File: src/rtl/common.sv
// Shared definitions for the nibble-serial ALU: op codes,
// sequencer states and slice result bit positions.
package common;

  localparam logic [2:0] ALU_ADD  = 3'd0;
  localparam logic [2:0] ALU_SUB  = 3'd1;
  localparam logic [2:0] ALU_AND  = 3'd2;
  localparam logic [2:0] ALU_OR   = 3'd3;
  localparam logic [2:0] ALU_XOR  = 3'd4;
  localparam logic [2:0] ALU_NOT  = 3'd5;
  localparam logic [2:0] ALU_NOP0 = 3'd6;
  localparam logic [2:0] ALU_NOP1 = 3'd7;

  typedef enum logic [1:0] {
    IDLE = 2'd0,
    RUN  = 2'd1,
    FIN  = 2'd2
  } seq_state_e;

  localparam int SL_OUT_LSB = 0;
  localparam int SL_OUT_MSB = 3;
  localparam int SL_PROP    = 4;
  localparam int SL_GEN     = 5;
  localparam int SL_ZERO    = 6;
  localparam int SL_W       = 7;

  function automatic logic is_arith(input logic [2:0] op);
    return (op == ALU_ADD) || (op == ALU_SUB);
  endfunction

endpackage

File: src/rtl/alu_slice.sv
// 4-bit ALU slice: a, b, op, c_in in; res out packs
// result[3:0], group propagate, group generate and zero.
module alu_slice
  import common::*;
(
  input  logic [3:0]      a,
  input  logic [3:0]      b,
  input  logic [2:0]      op,
  input  logic            c_in,
  output logic [SL_W-1:0] res
);

  logic [3:0] b_eff;
  logic [4:0] sum0;
  logic [3:0] o;
  logic       p;
  logic       g;

  always_comb begin
    b_eff = (op == ALU_SUB) ? ~b : b;
    sum0  = {1'b0, a} + {1'b0, b_eff};
    o = 4'h0;
    p = 1'b0;
    g = 1'b0;
    unique case (1'b1)
      (op == ALU_ADD),
      (op == ALU_SUB): begin
        o = sum0[3:0] + {3'b000, c_in};
        // carry out = g | (p & c_in)
        g = sum0[4];
        p = (sum0[3:0] == 4'hF);
      end
      (op == ALU_AND): o = a & b;
      (op == ALU_OR):  o = a | b;
      (op == ALU_XOR): o = a ^ b;
      (op == ALU_NOT): o = ~a;
      (op == ALU_NOP0),
      (op == ALU_NOP1): o = 4'h0;
      default:          o = 4'h0;
    endcase
    res = '0;
    res[SL_OUT_MSB:SL_OUT_LSB] = o;
    res[SL_PROP] = p;
    res[SL_GEN]  = g;
    res[SL_ZERO] = (o == 4'h0);
  end

endmodule

File: src/rtl/alu_nibble_seq.sv
// Multi-cycle ALU: one alu_slice reused per nibble, LSB first.
// Ports: CLK, RST (sync, high), START/BUSY/DONE handshake,
// A, B, OP, C_IN operands; OUT, C_OUT, ZERO, V results.
// Macro ALU_NIBBLE_SEQ_OVERFLOW_EN enables the V flag.
module alu_nibble_seq
  import common::*;
#(
  parameter int WIDTH = 32
) (
  input  logic             CLK,
  input  logic             RST,
  input  logic             START,
  input  logic [WIDTH-1:0] A,
  input  logic [WIDTH-1:0] B,
  input  logic [2:0]       OP,
  input  logic             C_IN,
  output logic             BUSY,
  output logic             DONE,
  output logic [WIDTH-1:0] OUT,
  output logic             C_OUT,
  output logic             ZERO,
  output logic             V
);

  localparam int NIBBLES = WIDTH / 4;
  localparam int IDX_W   = $clog2(NIBBLES);

  if ((WIDTH % 4) != 0 || WIDTH < 8) begin : g_bad_width
    $error("alu_nibble_seq: bad WIDTH");
  end

  seq_state_e state_q;
  seq_state_e state_d;

  logic [WIDTH-1:0] a_q;
  logic [WIDTH-1:0] b_q;
  logic [WIDTH-1:0] out_q;
  logic [2:0]       op_q;
  logic             carry_q;
  logic             zacc_q;
  logic [IDX_W-1:0] idx_q;
  logic             c_out_q;
  logic             zero_q;

  logic [SL_W-1:0]  sl;
  logic [3:0]       sl_a;
  logic [3:0]       sl_b;
  logic             carry_n;
  logic             last;
  logic             accept;

  assign accept = START && (state_q != RUN);
  assign last = (state_q == RUN)
             && (idx_q == IDX_W'(NIBBLES - 1));

  assign sl_a = 4'(a_q >> {idx_q, 2'b00});
  assign sl_b = 4'(b_q >> {idx_q, 2'b00});

  alu_slice u_slice (
    .a    (sl_a),
    .b    (sl_b),
    .op   (op_q),
    .c_in (carry_q),
    .res  (sl)
  );

  assign carry_n = sl[SL_GEN] | (sl[SL_PROP] & carry_q);

  always_ff @(posedge CLK) begin
    if (RST) state_q <= IDLE;
    else     state_q <= state_d;
  end

  always_comb begin
    state_d = state_q;
    BUSY    = 1'b0;
    DONE    = 1'b0;
    unique case (state_q)
      IDLE: begin
        if (START) state_d = RUN;
      end
      RUN: begin
        BUSY = 1'b1;
        if (last) state_d = FIN;
      end
      FIN: begin
        DONE    = 1'b1;
        state_d = START ? RUN : IDLE;
      end
      default: state_d = IDLE;
    endcase
  end

  always_ff @(posedge CLK) begin
    if (RST) begin
      a_q     <= '0;
      b_q     <= '0;
      op_q    <= '0;
      out_q   <= '0;
      carry_q <= 1'b0;
      zacc_q  <= 1'b0;
      idx_q   <= '0;
      c_out_q <= 1'b0;
      zero_q  <= 1'b0;
    end else if (accept) begin
      a_q     <= A;
      b_q     <= B;
      op_q    <= OP;
      carry_q <= is_arith(OP) ? C_IN : 1'b0;
      zacc_q  <= 1'b1;
      idx_q   <= '0;
      out_q   <= '0;
    end else if (state_q == RUN) begin
      for (int i = 0; i < NIBBLES; i++) begin
        if (idx_q == IDX_W'(i))
          out_q[4*i +: 4] <= sl[SL_OUT_MSB:SL_OUT_LSB];
      end
      carry_q <= carry_n;
      zacc_q  <= zacc_q & sl[SL_ZERO];
      // index parks on the last nibble instead of wrapping
      if (!last) idx_q <= idx_q + 1'b1;
      if (last) begin
        c_out_q <= is_arith(op_q) & carry_n;
        zero_q  <= zacc_q & sl[SL_ZERO];
      end
    end
  end

`ifdef ALU_NIBBLE_SEQ_OVERFLOW_EN
  logic v_q;
  logic v_n;
  logic a_msb;
  logic b_msb;
  logic r_msb;

  assign a_msb = a_q[WIDTH-1];
  assign b_msb = b_q[WIDTH-1];
  // last slice result nibble holds the result MSB
  assign r_msb = sl[SL_OUT_MSB];

  always_comb begin
    v_n = 1'b0;
    unique case (1'b1)
      (op_q == ALU_ADD):
        v_n = (a_msb == b_msb) && (r_msb != a_msb);
      (op_q == ALU_SUB):
        v_n = (a_msb != b_msb) && (r_msb != a_msb);
      default: v_n = 1'b0;
    endcase
  end

  always_ff @(posedge CLK) begin
    if (RST)       v_q <= 1'b0;
    else if (last) v_q <= v_n;
  end

  assign V = v_q;
`else
  assign V = 1'b0;
`endif

  assign OUT   = out_q;
  assign C_OUT = c_out_q;
  assign ZERO  = zero_q;

endmodule

File: config.mk
export PLATFORM = sky130hd
export DESIGN_NAME = alu_nibble_seq
export DESIGN_NICKNAME = d
export VERILOG_FILES = /design/src/rtl/common.sv /design/src/rtl/alu_slice.sv /design/src/rtl/alu_nibble_seq.sv
export SDC_FILE = /design/constraint.sdc
export NUM_CORES = 1
export LEC_CHECK = 0
export ABC_AREA = 0
export CAP_MARGIN = 20
export CORE_UTILIZATION = 40
export CTS_CLUSTER_DIAMETER = 60
export DETAILED_ROUTE_END_ITERATION = 10
export PLACE_DENSITY = 0.78
export SETUP_SLACK_MARGIN = 0.05
export SLEW_MARGIN = 20
export SYNTH_ARGS = -nofsm -noshare
export SYNTH_HDL_FRONTEND = slang
export SYNTH_SLANG_ARGS = --single-unit
File: constraint.sdc
create_clock -name CLK -period 3.9 [get_ports CLK]
set_clock_uncertainty 0.05 [all_clocks]
set_input_delay 0.78 -clock CLK [delete_from_list [all_inputs] [get_ports CLK]]
set_output_delay 0.78 -clock CLK [all_outputs]
set_load 0.05 [all_outputs]
==> impl_metrics.csv <==
group,metric,value,unit
sta,tns,0,ns
synth,postSynthAreaPerCell,8.66,µm²
worst_setup_path,path_depth,13,
synth,synth_top_area_cell,"dfxtp_1",
synth,synth_area,4980,µm²
sta,worstMarginPinSlew,0.736,ns
sta,layout_min_cycle_time,3.61,ns
synth,synthTopCellsByCount,"140 x nand2_1, 108 x dfxtp_1, 79 x a21oi_1, 40 x nor2_1, 36 x a211oi_1",
power,total_power,2600,µW
layout,drive_gt1_frac,0.0887,
detailed_routing,wl_per_cell,14.2,µm
clocking,clockRootBuffer,"clkbuf_16",
synth,synth_compound_area_frac,0.152,
min_path,hp-class,"reg2reg",
synth,synth_fa_ha_area_frac,0.0543,
clocking,cts_tree,"yes",
synth,synth_top_family_by_area,"simple AND/OR/NAND/NOR gates",
detailed_routing,firstDrtPassIters,4,
global_route,antenna_found_initial,0,
worst_setup_path,start_kind,"flip-flop",
clocking,htree_levels,3,
clocking,numCtsBuffers,9,
global_route,grt_max_degree,76,
clocking,holdBufCountCts,0,
die,row_count,40,
run_status,status,"completed",
die,ios,108,
worst_setup_path,cp_top_family,"multiplexers",
worst_setup_path,cp_max_fo,14,
worst_setup_path,criticalPathCategory,"reg2reg",
worst_setup_path,worstPathArrival,3.81,ns
sta,rsz0062_at_grt,"no",
min_path,hp-start,"b_q[8]",
worst_setup_path,slowest_stage,"fa_1",
global_route,grt_remaining_overflow,0,
layout,syn_to_final_growth,31.5,%
power,ir_drop,0.219,mV
worst_setup_path,critPathLaunch,"idx_q[0]",
layout,final_cell_area,6550,µm²
synth,yosysSeqAreaShare,0.434,
die,die_width,114,µm
sta,fmax,277,MHz
die,die_h,114,µm
detailed_routing,num_vias,4198,
worst_setup_path,worstReg2RegEnd,"zacc_q",
worst_setup_path,crit_buf_inv,3,
power,power.density,396,nW/µm²
die,die_area,12900,µm²
clocking,clkSinkCount,108,
synth,synth_most_common_cell,"nand2_1",
synth,ys_ff_latch,108,
worst_setup_path,endpoint_kind,"flip-flop",
worst_setup_path,cpPeakStageDelay,0.57,ns
global_route,first_global_vias,4111,
global_route,grtUsageTotal,0.188,
place,place_congestion,0.800,
layout,nNetsFinal,752,
power,power_leakage,0.00250,µW
synth,synth_flop_cell,"dfxtp_1",
clocking,clock_latency,0.35,ns
layout,fillers,1097,
clocking,clockBufferDepth,2,
clocking,post_cts_buffers,0,
detailed_routing,drc_errors,0,
place,dp_hpwl,8840,µm
worst_setup_path,crit_chain,"buf_12, mux4_2, mux2i_1, xnor2_1, inv_1, fa_1, inv_1, ha_1, xor3_1, nor3_1, a2111oi_4, nand4_1, o41ai_2",
synth,synth_xor_area_frac,0.0198,
worst_setup_path,rrSetupSlack,0.29,ns
clocking,cts_resized,0,
sta,slew_viol_final,0,
place,place_area,6190,µm²
worst_setup_path,worstReg2RegStart,"idx_q[0]",
worst_setup_path,crit_top_cell,"inv_1",
synth,yosys-top-cells-area,"dfxtp_1 43%, nand2_1 11%, a21oi_1 7.9%, a211oi_1 5.4%, ha_1 5.0%",
detailed_routing,routed_wirelength,11900,µm
synth,yosys_warnings,0,
clocking,path_clk_slew,0.07,ns
detailed_routing,drtAntennaViolNets,0,
worst_setup_path,cp.required,4.10,ns
global_route,grt_pass1_wl,19600,µm
synth,synth_fp_nets,667,
die,core_area,12100,µm²
sta,setup_viol,0,
synth,synthSimpleGateAreaFrac,0.191,
synth,postSynthCellCount,575,
min_path,hold_end,"b_q[8]",
die,start_util,0.413,
synth,synth.area.mux_share,0.0944,
min_path,hold_path_depth,2,
synth,synthDistinctLibCells,42,
sta,hold_violations,0,
sta,slew_headroom,0.509,
layout,diodes,0,
synth,async_reset_ff_frac,0,
place,port_buffers,106,
sta,finalCritPeriodShare,0.926,
flow_run,maxCapViolCount,0,
synth,synth_edf_count,0,
synth,netlist.area_leader.share,0.434,
detailed_routing,drt_iter0_markers,272,
worst_setup_path,r2r_cells,13,
detailed_routing,vias_per_cell,5.04,
[state kept, by name, indices dropped and copies added, names as in the netlist]
register	flops
C_OUT	1
state_q	2
b_q	32
OUT	32
a_q	32
idx_q	3
op_q	3
ZERO	1
carry_q	1
zacc_q	1
[per-stage QoR]
stage / cells / hold WS [ns] / worst slack [ns] / util
after floorplan: 575 / 0.382 / 0.101 / -
after global placement: 817 / 0.391 / 0.369 / 0.513
after detailed placement: 817 / 0.397 / 0.216 / 0.513
after CTS: 833 / 0.407 / 0.197 / 0.539
after global routing: 833 / 0.427 / 0.0666 / 0.543
final: 833 / 0.406 / 0.289 / 0.543
[kinds of logic after synthesis]
family                     Yosys count
other                                1
xor gates and xnor gates             8
muxes                               24
DFF                                108
buffers and inverters               66
and+or+nand+nor                    222
AOI/OAI and AO/OA                  125
adders and majority gates           21
[cells in the final DEF (no fill, tap or decap), types with 2 or more instances in the layout]
| cell | n |
|---|---|
| nand3_1 | 2 |
| clkbuf_16 | 9 |
| clkdlybuf4s50_1 | 105 |
| o21ai_0 | 3 |
| and3_2 | 3 |
| nand2b_1 | 4 |
| mux4_2 | 9 |
| nor3_1 | 4 |
| a211oi_2 | 3 |
| dfxtp_1 | 105 |
| nand3b_1 | 11 |
| ha_1 | 20 |
| nor2_1 | 40 |
| and3_1 | 4 |
| mux4_1 | 7 |
| mux2i_1 | 6 |
| inv_8 | 2 |
| buf_4 | 15 |
| a21oi_1 | 79 |
| dfxtp_2 | 3 |
| xnor2_1 | 5 |
| o41ai_2 | 2 |
| nand2_1 | 139 |
| and2_1 | 4 |
| a211oi_1 | 33 |
| or3_1 | 2 |
| nor2b_1 | 3 |
| inv_1 | 17 |
[power by group]
part / leakage [µW] / internal (µW) / switching (µW) / total (µW)
Combinational: 0.00146 / 213 / 253 / 466
Clock: 0.000150 / 526 / 420 / 947
Sequential: 0.000883 / 1150 / 30.6 / 1180
[routing by layer]
layer | part of all wire | track usage | wire [µm] | vias up
li1 | - | - | - | 2131
met1 | 0.46 | 0.248 | 5470 | 1945
met2 | 0.49 | 0.320 | 5760 | 113
met3 | 0.044 | 0.0298 | 516 | 9
met4 | 0.010 | 0.0500 | 119 | 0
met5 | 0 | 0 | 0 | -
[worst max-delay path by stage]
stage,to,slack (ns)
after global routing,OUT[22],0.07
after detailed placement,ZERO,0.22
after floorplan,ZERO,0.10
after global placement,ZERO,0.37
after CTS,ZERO,0.20
final,zacc_q,0.29
[worst min-delay path: stages, from the launching register on]
cell and delay, ns:
dfxtp_1 0.31, nand2_1 0.05, a21oi_1 0.05
[final cells by class]
cell class              count  area [µm²]  area share
multi-input cells         401        2610       0.398
flip-flops and latches    108        2170       0.331
repair buffers            122        1190       0.181
clock buffers              11         243      0.0371
well taps                 168         210      0.0321
clock inverters             5        68.8      0.0105
inverters                  18        67.6      0.0103
Note: power is estimated with default switching activity, not from simulation.
